## config.mk

```make
export PLATFORM = sky130hd
export DESIGN_NAME = fb_pixel_writer
export DESIGN_NICKNAME = d
export VERILOG_FILES = /design/src/rtl/fb_pixel_writer.sv
export SDC_FILE = /design/constraint.sdc
export NUM_CORES = 1
export LEC_CHECK = 0
export CAP_MARGIN = 20
export CORE_MARGIN = 10
export CORE_UTILIZATION = 35
export CTS_BUF_LIST = sky130_fd_sc_hd__clkbuf_8
export DETAILED_ROUTE_END_ITERATION = 10
export SLEW_MARGIN = 20
export SYNTH_ARGS = -nofsm -noshare
export SYNTH_HDL_FRONTEND = slang
export SYNTH_SLANG_ARGS = --single-unit
```

## constraint.sdc

```tcl
create_clock -name clk -period 2.8 [get_ports clk]
set_input_delay 0.84 -clock clk [delete_from_list [all_inputs] [get_ports clk]]
set_output_delay 0.84 -clock clk [all_outputs]
set_load 0.05 [all_outputs]
```

## src/rtl/fb_pixel_writer.sv

```systemverilog
// fb_pixel_writer: buffers a valid/ready pixel stream and writes whole frames into frame memory in raster order.
module fb_pixel_writer #(
    parameter int DATA_WIDTH = 8,
    parameter int H_RES      = 640,
    parameter int V_RES      = 480,
    parameter int ADDR_WIDTH = 19,
    parameter int FIFO_DEPTH = 4
) (
    input  logic                  clk,
    input  logic                  rst_n,
    input  logic                  s_valid,
    output logic                  s_ready,
    input  logic [DATA_WIDTH-1:0] s_data,
    input  logic                  s_sof,
    input  logic                  wr_gate,
    output logic                  mem_we,
    output logic [ADDR_WIDTH-1:0] mem_addr,
    output logic [DATA_WIDTH-1:0] mem_wdata,
    output logic                  frame_done,
    output logic                  sof_err,
    output logic                  busy
);
    localparam int PW = $clog2(FIFO_DEPTH);
    localparam logic [ADDR_WIDTH-1:0] LAST = ADDR_WIDTH'(H_RES * V_RES - 1);
    typedef enum logic {SYNC, LOCKED} state_t;
    state_t state;
    logic [DATA_WIDTH:0] fifo [FIFO_DEPTH];
    logic [PW:0] wr_ptr, rd_ptr;
    logic [ADDR_WIDTH-1:0] addr, wa;
    logic [DATA_WIDTH-1:0] head_data;
    logic head_sof, full, empty, push, pop, discard, last, premature;
    assign empty = wr_ptr == rd_ptr;
    assign full = (wr_ptr[PW] != rd_ptr[PW]) && (wr_ptr[PW-1:0] == rd_ptr[PW-1:0]);
    assign s_ready = !full;
    assign push = s_valid && s_ready;
    assign {head_sof, head_data} = fifo[rd_ptr[PW-1:0]];
    // Before sync, non-SOF pixels are dropped regardless of wr_gate so the FIFO never stalls on junk.
    assign discard = (state == SYNC) && !head_sof;
    assign pop = !empty && (wr_gate || discard);
    assign wa = head_sof ? '0 : addr;
    assign last = wa == LAST;
    assign premature = (state == LOCKED) && head_sof && (addr != '0);
    assign busy = state == LOCKED;
    always_ff @(posedge clk)
        if (push) fifo[wr_ptr[PW-1:0]] <= {s_sof, s_data};
    always_ff @(posedge clk or negedge rst_n)
        if (!rst_n) begin
            wr_ptr     <= '0;
            rd_ptr     <= '0;
            state      <= SYNC;
            addr       <= '0;
            mem_we     <= 1'b0;
            mem_addr   <= '0;
            mem_wdata  <= '0;
            frame_done <= 1'b0;
            sof_err    <= 1'b0;
        end else begin
            if (push) wr_ptr <= wr_ptr + 1'b1;
            if (pop) rd_ptr <= rd_ptr + 1'b1;
            mem_we     <= pop && !discard;
            frame_done <= pop && !discard && last;
            sof_err    <= pop && premature;
            if (pop && !discard) begin
                mem_addr  <= wa;
                mem_wdata <= head_data;
                addr      <= last ? '0 : wa + 1'b1;
                state     <= last ? SYNC : LOCKED;
            end
        end
endmodule

```

# Word-level counts from Yosys, hierarchy flattened
# Memories as Yosys holds them, arrays and structs flattened.
# Cells that the tools add are included.
totals:
  output_inout_bits: 32
  mem_count: 1
  input_bits: 13
  ramBits: 36
  reg_bits: 56
memory_table:
  columns: ["name", "depth", "word_bits", "read_ports", "rd_ports_with_merged_regs", "wr", "line", "text"]
  rows:
  - ["fifo", 4, 9, 1, 0, 1, "27", "logic [DATA_WIDTH:0] fifo [FIFO_DEPTH];"]
op_classes:
  n_bitwise: 1
  n_eq_ne: 4
  n_reduce_logical: 15
  mux: 5
  addsub: 3
ops:
  columns: ["op", "n"]
  rows:
  - ["two-way mux 19 bit", 2]
  - ["adder 19 x 1 -> 19 bit (second input constant)", 1]
  - ["equality test 19 bit (second input constant)", 1]
  - ["nonzero test 19 bit", 1]
  - ["logical AND 1 bit", 9]
  - ["adder 3 x 1 -> 3 bit (second input constant)", 2]
  - ["logical NOT 1 bit", 4]
  - ["equality test 3 bit", 1]
  - ["two-way mux 1 bit", 3]
  - ["equality test 2 bit", 1]
  - ["logical OR 1 bit", 1]
  - ["inequality test 1 bit", 1]
  - ["inverter 1 bit", 1]

# Logic depth before layout (Yosys ltp)
# An unclocked memory read counts as a cell.
logic_depth:
  word_depth: 7
  mapped_depth: 13

# Worst setup path after synthesis
# No wires, ideal clock.
synth_timing:
  path_kind: "flip-flop to flip-flop"
  from: "reg rd_ptr[0]"
  to: "reg addr[18]"
  period_less_slack_ps: 2746
  arrival_ps: 2625
  n_path_buf: 2
  path_slack_ps: 54
  path_stages_with_launch: 11
  cell_sequence: "dfrtp_1 > mux4_2 > buf_2 > nor2b_1 > ha_1 > nand2_1 > nor3_1 > buf_2 > nand3_1 > a21o_1 > a22o_1"
synth_lines:
  columns: ["element", "line", "text"]
  rows:
  - ["start, declared", "28", "logic [PW:0] wr_ptr, rd_ptr;"]
  - ["start signal, assigned", "59", "if (pop) rd_ptr <= rd_ptr + 1'b1;"]
  - ["memory (4 x 9 bit) *", null, null]
  - ["two-way mux 19 bit *", "40", "assign wa = head_sof ? '0 : addr;"]
  - ["net wa[1]", "29", "logic [ADDR_WIDTH-1:0] addr, wa;"]
  - ["adder 19 x 1 -> 19 bit / equality test 19 bit (equally long branches)", "66, 41", null]
  - ["two-way mux 19 bit *", "66", "addr <= last ? '0 : wa + 1'b1;"]
  - ["end signal, assigned", "66", null]
  - ["end, declared", "29", null]
# The timed path passes the listed nets; every way through them passes the cells marked *.
# A chain may end at the register's enable or synchronous reset.

# Final worst setup path
layout_timing:
  from: "reg rd_ptr[0]"
  to: "reg addr[6]"
# The elaborated chain is that of the path after synthesis.

==> flow_summary.toml <==
[status]
status = "complete, no violations"

[clock_network]
clockBufferDepth = 2
numCtsBuffers = 9
ctsResizeCount = 1
htree_levels = 3
clk_pin_slew_ns = 0.09
cts.sinks = 92
cts-hold-fix-buffers = 0
cts_root_buf = "clkbuf_8"
clk-insertion-delay-late_ns = 0.36
cts_tree = "yes"
post_cts_buffers = 0

[yosys]
synthXorXnorAreaFrac_pct = 1.513
synth_top_family_by_area = "simple AND/OR/NAND/NOR gates"
syn_avg_cell_area_um2 = 11.58
netlist_area_mm2 = 0.004053
async_flop_share_pct = 60.87
synth_fa_ha_area_share_pct = 1.852
ys_warn_count = 0
synth-compound-area-share_pct = 9.663
ys_seq_area_share_pct = 61.25
ys.flop_type = "dfrtp_1"
synthesis.nets = 369
yosys_register_bits = 92
synthDistinctLibCells = 46
synth-simple-area-share_pct = 15.84
synth_edf_count = 36
netlist_instances = 350
synthMuxAreaShare_pct = 6.885

[grt]
antenna_found_initial = 0
grt_max_degree = 51
grt_util_all_layers_pct = 12.05
first_global_vias = 2947
overflow = 0
grt_pass1_wl_um = 15830

[critical_path]
slowest_delay_ns = 0.40
critical_path.max_fanout = 12
crit_path_cell_trace = "buf_4 -> mux2_2 -> nand2_1 -> inv_1 -> ha_1 -> nand2_1 -> nor3_2 -> buf_4 -> nand2_1 -> o21ai_2 -> o41ai_1"
cp-start-kind = "flop"
critical_path_buf_inv_count = 3
cpMostUsedCell = "nand2_1"
crit_path_end_kind = "flop"
ff2ff_setup_slack_ns = 0.18
cp.required_ns = 3.04
crit_type = "reg2reg"
arrival_ns = 2.86
critPathTopFamily = "buffers and inverters"
slowest_stage = "o41ai_1"

[placed_design]
placed_cell_area_mm2 = 0.004718
hpwl_um = 6721
io_buffers = 44
place_congestion = 0.8969

[finish]
fillerInstances = 1107
layout-drive-gt1-share_pct = 12.87
mostFrequentLayoutCells = "nand2_1 (71), dfrtp_1 (55), clkdlybuf4s50_1 (42), edfxtp_1 (36), o21ai_0 (23)"
utilization_pct = 43.39
syn_to_final_growth_pct = 21.74
layout.cells.most_common = "nand2_1"
num-nets-final = 418
n_antenna_cell = 0
stdcell_area_mm2 = 0.004933

[power]
switching_share_pct = 41.61
p_leak_nw = 1.983
power.internal_mw = 2.889
clkPwrFrac_pct = 17.3
seqPwrFrac_pct = 37.8
p_sw_mw = 2.059
p_comb_share_pct = 44.9
power_density_mw_per_mm2 = 1003
ir_worst_vdd_v = 0.0005074

[sta]
worstMarginPinSlew_ns = 0.7279
slew_viol_final = 0
fmax_mhz = 381.4
skew_ns = 0.007271
fin_crit_ns = 2.622
relSlewSlack_pct = 51.06
finalSetupViolations = 0
tns_ns = 0
post-route-period-util_pct = 93.63
hold_viol = 0
rsz0062_at_grt = "false"

[drt]
met1_length_um = 4693
routed_via_density = 5.256
route.detailed.drc = 0
drt_pass1_iterations = 4
antenna_left = 0
top_layer_used = "met4"
vias = 2875
wl_per_cell_um = 17.70
drt_iter0_drc = 207
wirelength_um = 9680
route.met2.wl_um = 4404
wl_met3_um = 449

[floorplanning]
fp.dieW_um = 127.6
die_area_mm2 = 0.01628
die_h_um = 127.6
core_mm2 = 0.01137
io_pins = 45
initial_core_util_pct = 35.64
rows = 39

[flow_run]
drv_cap = 0

[min_path]
hold_class = "reg2reg"
[layout make-up]
type / count / area [µm²] / area share [%]
inverter: 8 / 30.03 / 0.6087
clock inverter: 7 / 61.31 / 1.243
sequential: 92 / 2484 / 50.34
tap: 143 / 178.9 / 3.627
clock buffer: 9 / 123.9 / 2.511
multi-input combinational: 229 / 1485 / 30.10
timing repair buffer: 59 / 570.5 / 11.56
[cell families (layout without fill, tap and decap cells)]
| group | count (synthesis) | count (layout) |
|---|---|---|
| compound gates | 61 | 61 |
| mux | 16 | 16 |
| simple gates | 139 | 139 |
| fa+ha+maj | 6 | 6 |
| buf+inv | 29 | 83 |
| xor+xnor | 7 | 7 |
| flops | 92 | 92 |
[final timing paths]
| path | startpoint | end | cells past startpoint |
|---|---|---|---|
| max | rd_ptr[0] | addr[6] | 11 |
| min | mem_addr[18] | mem_addr[18] | 2 |
| max reg2reg | rd_ptr[0] | addr[6] | 11 |
| min reg2reg | mem_addr[18] | mem_addr[18] | 2 |
| max in group asynchronous | rst_n | rd_ptr[1] | 2 |
| min in group asynchronous | rst_n | mem_addr[2] | 1 |
[power by group through the flow]
stage / sequential [mW] / clock (mW) / combinational [mW]
after floorplan: 2.18 / 0 / 1.16
after global placement: 1.89 / 0 / 2.19
after detailed placement: 1.90 / 0 / 2.21
after CTS: 1.87 / 0.883 / 2.22
after global routing: 1.91 / 0.938 / 2.41
final: 1.87 / 0.854 / 2.22
[worst register-to-register path: cells and delay by family, from the launching register on]
kind / cells / cell delay [ns]
simple gates: 4 / 0.43
buf+inv: 3 / 0.53
mux: 1 / 0.39
compound gates: 2 / 0.51
flops: 1 / 0.39
fa+ha+maj: 1 / 0.24
[cells in the mapped netlist (all sizes together), types with 2 or more instances]
master | instances | share of area [%]
clkbuf | 12 | 1.2
and3 | 6 | 0.93
a22oi | 2 | 0.37
nor3 | 4 | 0.49
o21ai | 26 | 3.3
or4 | 4 | 0.74
nor2 | 13 | 1.2
dfrtp | 56 | 35
a211oi | 3 | 0.56
nor4 | 4 | 0.62
buf | 9 | 1.1
mux2 | 5 | 1.4
a22o | 2 | 0.43
and2 | 3 | 0.46
mux2i | 2 | 0.49
nand2 | 71 | 6.6
inv | 8 | 0.74
or3 | 2 | 0.31
nand4 | 9 | 1.4
edfxtp | 36 | 27
o31ai | 8 | 1.5
nand3 | 18 | 2.2
ha | 6 | 1.9
xnor2 | 2 | 0.43
o41ai | 3 | 0.65
xor2 | 5 | 1.1
a31oi | 4 | 0.62
a21oi | 5 | 0.71
and4 | 2 | 0.43
mux4 | 9 | 5.0
nor2b | 2 | 0.31
[per-layer routing]
| layer | GRT usage, % | up-vias |
|---|---|---|
| met5 | 0 | - |
| met2 | 17.62 | 64 |
| met1 | 16.65 | 1433 |
| met3 | 3.309 | 11 |
| li1 | - | 1367 |
| met4 | 4.570 | 0 |
[sequential cells by signal (all words and copies together) (netlist names)]
signal,flops
frame_done,1
wr_ptr,3
addr,19
mem_wdata,8
fifo,36
busy,1
rd_ptr,3
mem_we,1
sof_err,1
mem_addr,19
[per-stage QoR]
| step | cells | power [mW] | setup slack [ns] | hold WS (ns) |
|---|---|---|---|---|
| final | 547 | 4.948 | 0.1784 | 0.4734 |
| after global routing | 547 | 5.260 | 0.03532 | 0.4951 |
| after floorplan | 350 | 3.339 | 0.05395 | 0.4604 |
| after detailed placement | 531 | 4.113 | 0.02108 | 0.4624 |
| after CTS | 547 | 4.979 | 0.08990 | 0.4752 |
| after global placement | 531 | 4.078 | 0.1995 | 0.4523 |
Power figures use the tool's default switching activity.
==> patch, RTL diff (same flow settings) <==
Change the parameter `FIFO_DEPTH` from 4 to 2.
--- a/src/rtl/fb_pixel_writer.sv
+++ b/src/rtl/fb_pixel_writer.sv
@@ -4,7 +4,7 @@
     parameter int H_RES      = 640,
     parameter int V_RES      = 480,
     parameter int ADDR_WIDTH = 19,
-    parameter int FIFO_DEPTH = 4
+    parameter int FIFO_DEPTH = 2
 ) (
     input  logic                  clk,
     input  logic                  rst_n,
Check against the original RTL: not equivalent (Yosys sat finds a counterexample within 4 cycles, from zero or initial values and one cycle with rst_n low).
==> patch against the unedited design <==
- final cell count is 16% lower
- total power is 13% lower
- worst setup slack gained 160 ps
- highest routed layer unchanged
- sequential cell count down 20
- die area down 18%
- cell area decreased by 20%
- area after synthesis is 21% lower
- largest cell class unchanged
- largest power group unchanged
- routed wire length is 27% lower
- sequential share of layout area decreased by 2.7 points
==> patch: results (changes against the unedited design) <==
Antenna Violating Nets Remaining 0 (unchanged); synth warn 0 (unchanged); initial antenna violation count 0 (unchanged); status finished clean; ys flop type dfrtp_1; Gates resized, CTS repair 0 (-1); crit path kind flop to flop; Synth top cells by count nand2_1, dfrtp_1, nand3_1; Filler cells 841 (-24%); VDD IR max 0.536 mV (+5.6%); diode count 0 (unchanged); Post-CTS Setup Inserts 0 (unchanged); worst skew pair latency 350 ps; PortBufs 44 (unchanged); Worst Hold Path EP mem_addr[9]; CTS Buffer Depth 2 (unchanged); Nets 359 (-14%); top cell type's share of synthesized area 42.1% (+7.6 points); post-synthesis sequential area ratio 59.0% (-2.3 points); reg-to-reg slack, setup 340 ps (+160 ps); htree depth 3 (unchanged); Max stage delay on crit path 420 ps (+20 ps); Final Max Tran Viols 0 (unchanged); via count of the first global-routing pass 2389 (-19%); leading post-synthesis cells by cell area dfrtp_1, edfxtp_1, nand2_1; worst hold start mem_addr[9]; Reg-to-Reg End addr[3]; Cell variety after synth 48 (+4.3%); Worst Setup SP fifo[1][8]; 1st-pass router iterations 4 (unchanged); GPL Wtd Cong 0.848 (-5.5%); Worst-Margin Slew 889 ps (+161 ps); detailed placement HPWL 5000 microns (-26%); worst-case reg-to-reg path depth 9 (-2); DR vias/cell 5.16 (-1.8%); Leakage 1.72 nW (-13%); Num CTS Buffers 9 (unchanged); Arr. time, crit path 2700 ps (-160 ps); share of layout cells above drive strength 1 9.71% (-3.2 points); delay-heaviest family, CP compound AO/OA/AOI/OAI gates; number of synthesized flops with an enable pin 18 (-50%); largest net degree at the start of global routing 60 (+18%); fraction of registers with async set/reset 75.0% (+14 points); Total GRT Usage 11.1% (-0.96 points); skew final 6.99 ps (-0.282 ps); HP Class flop to flop; hold path cells 2 (unchanged); hold slack 466 ps (-7.68 ps); Iteration-0 DRC Markers 100 (-52%); CTS clock-pin slew for the worst setup and hold paths 80 ps; Synthesized Nets 316 (-14%); clock root cell clkbuf_8; Crit Path Max Fanout 11 (-1); Slowest-stage cell, CP edfxtp_1; first-pass GRT wire length 12000 microns (-24%); drt wl/cell 15.4 microns (-13%)
[patch: per-layer routing]
layer | track usage (%) | share of wire, % | vias up
met5 | 0 | 0 | -
li1 | - | - | 1171
met1 | 14.0 | 46 | 1123
met2 | 16.4 | 44 | 61
met3 | 5.48 | 8.6 | 9
met4 | 3.34 | 1.5 | 0
[patch: kinds of logic (layout without fill, tap and decap cells)]
logic type / count (synthesis) / in the layout / synth area share, %
multiplexers: 11 / 11 / 3.51
flip-flops: 72 / 72 / 59.0
AND/OR/NAND/NOR: 125 / 125 / 20.2
buffers and inverters: 28 / 76 / 3.98
AO/OA/AOI/OAI: 59 / 59 / 11.2
XOR/XNOR: 6 / 6 / 1.64
adder cells (fa/ha/maj): 1 / 1 / 0.390
[patch: worst max path at each step]
stage                             end  cells past startpoint
after global routing          addr[3]                      9
after CTS                        busy                      1
after detailed placement  mem_addr[2]                      6
after floorplan               addr[9]                     12
final                         addr[3]                      9
after global placement       addr[16]                      5
[patch: layout make-up]
cell class | instances | area, sq um | area share [%]
well taps | 108 | 135 | 3.40
clock inverters | 7 | 63.8 | 1.61
repair buffers | 53 | 538 | 13.6
flip-flops and latches | 72 | 1890 | 47.7
clock buffers | 9 | 124 | 3.12
inverters | 7 | 26.3 | 0.662
multi-input cells | 202 | 1190 | 30.0
[patch: worst reg2reg max path, cell delays in order (launching register included)]
cell and delay (ps):
edfxtp_1 420, mux2i_2 250, nand2_1 140, inv_1 70, ha_1 220, nand3_1 210
nor4_1 290, a21oi_1 320, a21o_1 250, a32o_1 190
[patch: where the power goes]
part	switching [mW]	internal [mW]	leakage [nW]
registers	0.197	1.37	0.877
clock network	0.381	0.403	0.0995
logic	1.25	0.682	0.741
total	1.83	2.46	1.72
[patch: stage by stage]
step | worst slack (ps) | instance area, sq um | std cells
2_1_floorplan | 49.6 | 3210 | 302
3_3_place_gp | 405 | 3780 | 442
3_5_place_dp | 365 | 3780 | 442
4_1_cts | 340 | 3970 | 458
5_1_grt | 95.1 | 3970 | 458
6_report | 339 | 3970 | 458
